`src/rtl/commit_cu.sv`:
```
// Commit control unit: retires the ROB head, raises commit strobes and sequences flushes, fences and WFI sleep.
// Optional macro LEN5_FP_EN enables floating-point register-file commits; otherwise FP heads trap.

package commit_cu_pkg;

  typedef enum logic [3:0] {
    COMM_NONE,
    COMM_INT_RF,
    COMM_FP_RF,
    COMM_INT_RF_FP,
    COMM_LOAD,
    COMM_LOAD_FP,
    COMM_STORE,
    COMM_BRANCH,
    COMM_JUMP,
    COMM_CSR,
    COMM_FENCE,
    COMM_ECALL,
    COMM_EBREAK,
    COMM_EXCEPT,
    COMM_MRET,
    COMM_WFI
  } comm_type_t;

endpackage

module commit_cu
  import commit_cu_pkg::*;
#(
  parameter int unsigned INSTRET_W = 64
) (
  input  logic                 clk_i,
  input  logic                 rst_i,
  input  logic                 valid_i,
  output logic                 ready_o,
  input  comm_type_t           comm_type_i,
  input  logic                 mispredict_i,
  input  logic                 store_ready_i,
  input  logic                 mem_idle_i,
  input  logic                 irq_i,
  output logic                 int_rf_we_o,
  output logic                 fp_rf_we_o,
  output logic                 csr_we_o,
  output logic                 sb_commit_o,
  output logic                 flush_o,
  output logic                 except_o,
  output logic                 mret_o,
  output logic                 wfi_o,
  output logic [INSTRET_W-1:0] instret_o
);

  typedef enum logic [2:0] {
    S_RESET,
    S_COMMIT,
    S_WAIT_FENCE,
    S_FLUSH,
    S_WFI
  } state_t;

  state_t                state_q;
  state_t                state_d;
  logic [INSTRET_W-1:0]  instret_q;

  always_ff @(posedge clk_i or posedge rst_i) begin
    if (rst_i) begin
      state_q <= S_RESET;
    end else begin
      state_q <= state_d;
    end
  end

  // Strobes are Mealy so a head retires in the same cycle it becomes valid.
  always_comb begin
    state_d     = state_q;
    ready_o     = 1'b0;
    int_rf_we_o = 1'b0;
    fp_rf_we_o  = 1'b0;
    csr_we_o    = 1'b0;
    sb_commit_o = 1'b0;
    flush_o     = 1'b0;
    except_o    = 1'b0;
    mret_o      = 1'b0;
    wfi_o       = 1'b0;

    case (state_q)
      S_RESET: begin
        state_d = S_COMMIT;
      end

      S_COMMIT: begin
        if (irq_i) begin
          // Interrupt is taken before the head; the head stays in the ROB and is replayed.
          except_o = 1'b1;
          flush_o  = 1'b1;
          state_d  = S_FLUSH;
        end else if (valid_i) begin
          case (comm_type_i)
            COMM_NONE: begin
              ready_o = 1'b1;
            end
            COMM_INT_RF, COMM_LOAD: begin
              int_rf_we_o = 1'b1;
              ready_o     = 1'b1;
            end
`ifdef LEN5_FP_EN
            COMM_FP_RF, COMM_LOAD_FP: begin
              fp_rf_we_o = 1'b1;
              ready_o    = 1'b1;
            end
            COMM_INT_RF_FP: begin
              int_rf_we_o = 1'b1;
              csr_we_o    = 1'b1;
              ready_o     = 1'b1;
            end
`else
            COMM_FP_RF, COMM_LOAD_FP, COMM_INT_RF_FP: begin
              except_o = 1'b1;
              flush_o  = 1'b1;
              ready_o  = 1'b1;
              state_d  = S_FLUSH;
            end
`endif
            COMM_STORE: begin
              sb_commit_o = store_ready_i;
              ready_o     = store_ready_i;
            end
            COMM_BRANCH, COMM_JUMP: begin
              ready_o     = 1'b1;
              int_rf_we_o = (comm_type_i == COMM_JUMP);
              if (mispredict_i) begin
                flush_o = 1'b1;
                state_d = S_FLUSH;
              end
            end
            COMM_CSR: begin
              csr_we_o    = 1'b1;
              int_rf_we_o = 1'b1;
              ready_o     = 1'b1;
              flush_o     = 1'b1;
              state_d     = S_FLUSH;
            end
            COMM_FENCE: begin
              state_d = S_WAIT_FENCE;
            end
            COMM_ECALL, COMM_EBREAK, COMM_EXCEPT: begin
              except_o = 1'b1;
              flush_o  = 1'b1;
              ready_o  = 1'b1;
              state_d  = S_FLUSH;
            end
            COMM_MRET: begin
              mret_o  = 1'b1;
              flush_o = 1'b1;
              ready_o = 1'b1;
              state_d = S_FLUSH;
            end
            COMM_WFI: begin
              ready_o = 1'b1;
              state_d = S_WFI;
            end
            default: begin
              state_d = S_COMMIT;
            end
          endcase
        end
      end

      S_WAIT_FENCE: begin
        // The fence retires only once memory drains; interrupts wait until afterwards.
        if (mem_idle_i) begin
          ready_o = 1'b1;
          flush_o = 1'b1;
          state_d = S_FLUSH;
        end
      end

      S_FLUSH: begin
        state_d = S_COMMIT;
      end

      S_WFI: begin
        wfi_o = 1'b1;
        if (irq_i) begin
          state_d = S_COMMIT;
        end
      end

      default: begin
        state_d = S_RESET;
      end
    endcase
  end

  // Trapping heads leave the ROB but are not counted as retired.
  always_ff @(posedge clk_i or posedge rst_i) begin
    if (rst_i) begin
      instret_q <= '0;
    end else if (valid_i && ready_o && !except_o) begin
      instret_q <= instret_q + {{(INSTRET_W-1){1'b0}}, 1'b1};
    end
  end

  assign instret_o = instret_q;

endmodule

```
`config.mk`:
```
export PLATFORM = sky130hd
export DESIGN_NAME = commit_cu
export DESIGN_NICKNAME = d
export VERILOG_FILES = /design/src/rtl/commit_cu.sv
export SDC_FILE = /design/constraint.sdc
export NUM_CORES = 1
export LEC_CHECK = 0
export CAP_MARGIN = 10
export CELL_PAD_IN_SITES_DETAIL_PLACEMENT = 2
export CELL_PAD_IN_SITES_GLOBAL_PLACEMENT = 2
export CORE_ASPECT_RATIO = 0.9
export CORE_MARGIN = 2
export CORE_UTILIZATION = 27
export CTS_CLUSTER_DIAMETER = 100
export DETAILED_ROUTE_END_ITERATION = 8
export GPL_ROUTABILITY_DRIVEN = 0
export PLACE_DENSITY_LB_ADDON = 0.1
export SETUP_SLACK_MARGIN = 0.2
export SLEW_MARGIN = 15
export SYNTH_ARGS = -nofsm -noshare
export SYNTH_HDL_FRONTEND = slang
export SYNTH_SLANG_ARGS = --single-unit
```
`constraint.sdc`:
```
create_clock -name clk_i -period 2.5 [get_ports clk_i]
set_input_delay 0.5 -clock clk_i [delete_from_list [all_inputs] [get_ports clk_i]]
set_output_delay 0.5 -clock clk_i [all_outputs]
set_load 0.005 [all_outputs]
```
After elaboration in Yosys (flattened, before gate mapping)
Index checks and enable logic that the tools add are counted.
- add/sub/neg operators: 1
- reduce and logical (&&, ||, !) cells: 12
- multiplexer cells: 38
- equality and inequality tests: 24
- operators by type and width (operator ; count):
    64-bit by 1-bit adder with 64-bit output (second input constant) ; 1
    4-bit equality test (second input constant) ; 8
    1-bit 2-to-1 mux ; 26
    3-bit case mux with 4 select lines ; 2
    4-bit by 3-bit equality test with 1-bit output (second input constant) ; 4
    3-bit 2-to-1 mux ; 5
    14-bit OR reduction ; 1
    1-bit case mux with 2 select lines ; 5
    4-bit by 2-bit equality test with 1-bit output (second input constant) ; 2
    8-bit OR reduction ; 1
    3-bit by 2-bit equality test with 1-bit output (second input constant) ; 2
    6-bit by 4-bit inequality test with 1-bit output (second input constant) ; 1
    6-bit OR reduction ; 1
    5-bit AND reduction ; 1
    4-bit by 1-bit equality test with 1-bit output (second input constant) ; 1
    4-bit zero test ; 1
    2-bit inequality test (second input constant) ; 2
    4-bit inequality test (second input constant) ; 1
    2-bit OR reduction ; 2
    3-bit by 1-bit equality test with 1-bit output (second input constant) ; 1
    3-bit equality test (second input constant) ; 1
    3-bit zero test ; 1
    3-bit inequality test (second input constant) ; 1
    3-bit OR reduction ; 1
    2 further kinds ; 3
- output and inout bits: 73
- input bits: 11
- register bits after elaboration: 67
- logic and storage cells: 77

Depth between registers and ports, before layout
- word-level depth: 8
- depth in mapped cells: 9

Worst setup path before layout
Ideal clock, no wire load.
- path type: input port to flip-flop
- start: input comm_type_i[0]
- end: register instret_q[54], in the netlist instret_o[54]
- cell stages on the path: 8
- required time: 2421 ps
- arrival time: 2392 ps
- slack: 29 ps
- path through: clkbuf_1 > o21ai_0 > o22ai_1 > a221o_1 > or4_1 > buf_2 > nor4_4 > xor2_1
- longest elaborated chain between the ends: 8
- elaborated cells between the ends (all ways): 28
- those cells by class: 14 x eq/ne; 8 x mux; 6 x reduce/logical
- RTL lines (what ; line ; RTL):
    start, declared ; 36 ; input comm_type_t comm_type_i,
    4-bit equality test (tied with other cells) ; 97 ; case (comm_type_i)
    14-bit OR reduction (no line) / 6-bit OR reduction (equally long branches) ; -- ;
    1-bit case mux with 2 select lines / 1-bit 2-to-1 mux (equally long branches) ; 97 ;
    1-bit 2-to-1 mux ; 96 ; end else if (valid_i) begin
    1-bit 2-to-1 mux ; 91 ; if (irq_i) begin
    1-bit case mux with 2 select lines / 1-bit 2-to-1 mux (equally long branches) ; 85 ; case (state_q)
    1-bit logical AND / 1-bit zero test (equally long branches) ; 198 ; end else if (valid_i && ready_o && !except_o) begin
    1-bit logical AND (*) ; 198 ;
    end signal, assigned ; 199 ; instret_q <= instret_q + {{(INSTRET_W-1){1'b0}}, 1'b1};
    end, declared ; 62 ; logic [INSTRET_W-1:0] instret_q;
Mark *: on every way between the ends. The rest lies on a longest branch, timed or not.
A chain may end at the register's enable or synchronous reset.

Final worst setup path
- start: register state_q[0]
- end: register instret_q[50], in the netlist instret_o[50]
- longest elaborated chain between the ends: 4
- elaborated cells between the ends (all ways): 7
- those cells by class: 2 x eq/ne; 2 x mux; 3 x reduce/logical
- RTL lines (what ; line ; RTL):
    start, declared ; 60 ; state_t state_q;
    start signal, assigned ; 68 ; state_q <= state_d;
    3-bit by 2-bit equality test with 1-bit output / 3-bit by 1-bit equality test with 1-bit output (equally long branches) ; 85 ;
    1-bit case mux with 2 select lines / 1-bit 2-to-1 mux (equally long branches) ; 85 ;
    1-bit logical AND / 1-bit zero test (equally long branches) ; 198 ;
    1-bit logical AND (*) ; 198 ;
Marked as above.

==> flow_summary.ini <==
[power_and_ir_drop]
p_int_mw = 2.53
power.ir.vdd_worst_mv = 0.409
power.density_nw_per_um2 = 602
switching_share = 0.282
power.static_leakage_nw = 2.72
pwr-share-comb = 0.281
p_seq_frac = 0.362
power.switching_mw = 0.994
power.total_mw = 3.52
clock_power_share = 0.357

[sta]
pin_slew_with_the_least_headroom_to_its_limit_ns = 0.943
finalHoldWorstSlack_ns = 0.462
final_critical_path_setup_slack_ns = -0.0603
report.final.slew_viol_count = 0
timing.max_slew.rel_slack = 0.366
max_clock_freq_mhz = 391
finalSetupViolations = 10
skew_ns = 0.00485
timing.final.crit_share = 1.02
unrepaired_setup_endpoints_after_global_routing = true
finalWorstPathRequiredPeriod_ns = 2.56
hold_viol_final = 0

[layout]
final_net_count = 507
most-common-layout-cells = sky130_fd_sc_hd__clkdlybuf4s50_1 (69), sky130_fd_sc_hd__dfrtp_1 (66), sky130_fd_sc_hd__buf_4 (39)
mostFrequentLayoutCell = sky130_fd_sc_hd__clkdlybuf4s50_1
fraction_of_layout_cells_with_a_size_suffix_above_1 = 0.352
area.growth.synth_to_final_pct = 72.2
antenna_cells = 0

[routing]
post-route-drc-count = 0
ant_nets = 0
route.detailed.vias_per_inst = 4.80
route.final.wire_length_mm = 11.5
drt_pre_antenna_iters = 4
post_drt_wl_per_cell_um = 17.5
num_vias = 3168
detail_route.iter0.violations = 107

[run_status]
status = complete, but fails checks
failed_checks = setup timing

[hold_path]
whs_endpoint = instret_o[63]
hp-class = reg2reg
cells_on_worst_hold_path = 1
hp-start = instret_o[63]

[setup_path]
critPathArrivalTime_ns = 2.82
r2r_cells = 8
cp_max_fo = 7
crit_required_ns = 2.76
worst_r2r_endpoint = instret_o[50]
critical_path.startpoint_type = flip-flop
worstSetupEndpointType = flip-flop
worst-r2r-setup-slack_ns = -0.06
critical_path.reg2reg.startpoint = state_q[0]
timing_worst_setup_path_type = reg2reg

[clock_network]
cts_inserted_buffers = 9
cts.sink_count = 67
clock_path_buffers = 2
clock_slew_at_reported_path_ffs_ns = 0.05
clock_latency_ns = 0.33
clock_tree.htree_level_count = 3
clock-root-buffer = sky130_fd_sc_hd__clkbuf_16
tritoncts = done

[floorplanning]
rows = 38
number_of_top_level_pins = 84
initial_utilization = 0.279
die-area_sq_um = 13500
die_w_um = 122
coreArea_sq_um = 12200
die_height_um = 110

[yosys]
postSynth.asyncResetShare = 1.00
synth-edff-count = 0
synth-seq-area-share = 0.493
yosys_most_used_dff = sky130_fd_sc_hd__dfrtp_1
netlist_instances = 347
mappedNetlistNets = 359
synth_cell_types = 41
postSynthRegisterBits = 67
yosysWarningCount = 0
synth.cell_area_sq_um = 3400
synth_area_per_inst_sq_um = 9.79

[global_route]
grt.total_usage = 0.180
grt_pass1_vias = 3573
antenna_violations_before_repair = 0
grt_pass1_wl_mm = 19.2
grt_max_degree = 29
grt_remaining_overflow = 0

[placement]
place.port_buffers = 82
detailedPlace.worstSlack_ns = -0.507
dp.final_hpwl_mm = 7.90

[run]
number_of_violations_of_the_max_capacitance_limit = 0
==> worst max-delay path: stages (launching register included) <==
cell                       delay, ns
sky130_fd_sc_hd__dfrtp_1        0.39
sky130_fd_sc_hd__buf_6          0.13
sky130_fd_sc_hd__nand2b_4       0.14
sky130_fd_sc_hd__or3b_4         0.39
sky130_fd_sc_hd__a221o_1        0.40
sky130_fd_sc_hd__or4_4          0.54
sky130_fd_sc_hd__buf_6          0.16
sky130_fd_sc_hd__nor3_4         0.17
sky130_fd_sc_hd__xor2_1         0.16
==> final cells by class <==
class	instances	area (sq um)
clock buffers	14	254
clock inverters	2	35.0
fillers	1272	6320
inverters	12	45.0
multi-input cells	256	2220
flip-flops and latches	67	1680
well taps	160	200
repair buffers	149	1420
==> timing repair <==
| item | CTS | global route |
|---|---|---|
| buffers inserted | 17 | 7 |
| gates cloned | 0 | 0 |
| endpoints found under the setup margin | 69 | 71 |
| hold buffers | 0 | 0 |
| pin swaps | 49 | 31 |
| resized for setup | 135 | 50 |
==> how the worst max path moves through the flow <==
stage                   start       endpoint  slack, ns  depth (start not counted)
2_1_floorplan      state_q[0]  instret_o[50]       0.17                          7
3_3_place_gp   comm_type_i[3]  instret_o[23]      -0.44                          9
3_5_place_dp   comm_type_i[3]  instret_o[51]      -0.51                          7
4_1_cts            state_q[0]  instret_o[40]      -0.02                          7
5_1_grt            state_q[0]  instret_o[50]      -0.19                          8
6_report           state_q[0]  instret_o[50]      -0.06                          8
==> power by group through the flow <==
stage / Combinational, mW / Sequential, mW / Clock, mW
global route: 1.08 / 1.29 / 1.35
detailed placement: 0.692 / 1.30 / 0
global placement: 0.685 / 1.29 / 0
CTS: 0.906 / 1.27 / 1.30
floorplan: 0.276 / 1.29 / 0
finish: 0.988 / 1.28 / 1.26
==> metal layers <==
layer,wire length (um),track usage,up-vias,share of wire
met5,0,0,-,0
met4,92,0.0375,0,0.0080
met3,375,0.0496,7,0.033
met2,5910,0.294,51,0.51
met1,5150,0.238,1608,0.45
li1,-,-,1502,-
==> synth_stat cells (all sizes together) (2+ instances only) <==
cell / count / share of area
dfrtp: 67 / 0.49
nand4: 18 / 0.033
nor2b: 4 / 0.0074
a21oi: 5 / 0.0074
xor2: 34 / 0.088
nor3: 16 / 0.024
and3: 15 / 0.028
or3b: 3 / 0.0077
nor4b: 2 / 0.0052
or2: 2 / 0.0037
or3: 4 / 0.0074
xnor2: 30 / 0.077
inv: 12 / 0.013
nor2: 34 / 0.038
o21ai: 7 / 0.010
nand2: 32 / 0.035
nand3: 16 / 0.024
and4: 3 / 0.0077
buf: 3 / 0.0059
or4: 3 / 0.0066
nand2b: 4 / 0.0074
a221o: 2 / 0.0059
a21o: 2 / 0.0044
nor4: 7 / 0.017
clkbuf: 9 / 0.0099
==> per-stage QoR <==
step / util / std cells / TNS, ns / area (sq um)
floorplan: - / 347 / 0 / 3440
global placement: 0.390 / 620 / -19.46 / 4750
detailed placement: 0.390 / 620 / -22.88 / 4750
CTS: 0.459 / 653 / -0.0648 / 5590
global route: 0.481 / 660 / -2.48 / 5850
finish: 0.481 / 660 / -0.235 / 5850
==> cell families (layout without fill, tap and decap cells) <==
| kind of cell | after synthesis | in the layout | synth area share |
|---|---|---|---|
| AO/OA/AOI/OAI | 21 | 21 | 0.0398 |
| other | 1 | 1 | 0.00110 |
| buffers and inverters | 24 | 177 | 0.0291 |
| multiplexers | 1 | 1 | 0.00331 |
| flip-flops | 67 | 67 | 0.493 |
| XOR/XNOR | 64 | 64 | 0.165 |
| AND/OR/NAND/NOR | 168 | 168 | 0.265 |
| adder cells (fa/ha/maj) | 1 | 1 | 0.00368 |
==> sequential cells by signal, summed over array words and instances, names as in the netlist <==
register	count
state_q	3
instret_o	64
Note: power is estimated with default switching activity, not from simulation.
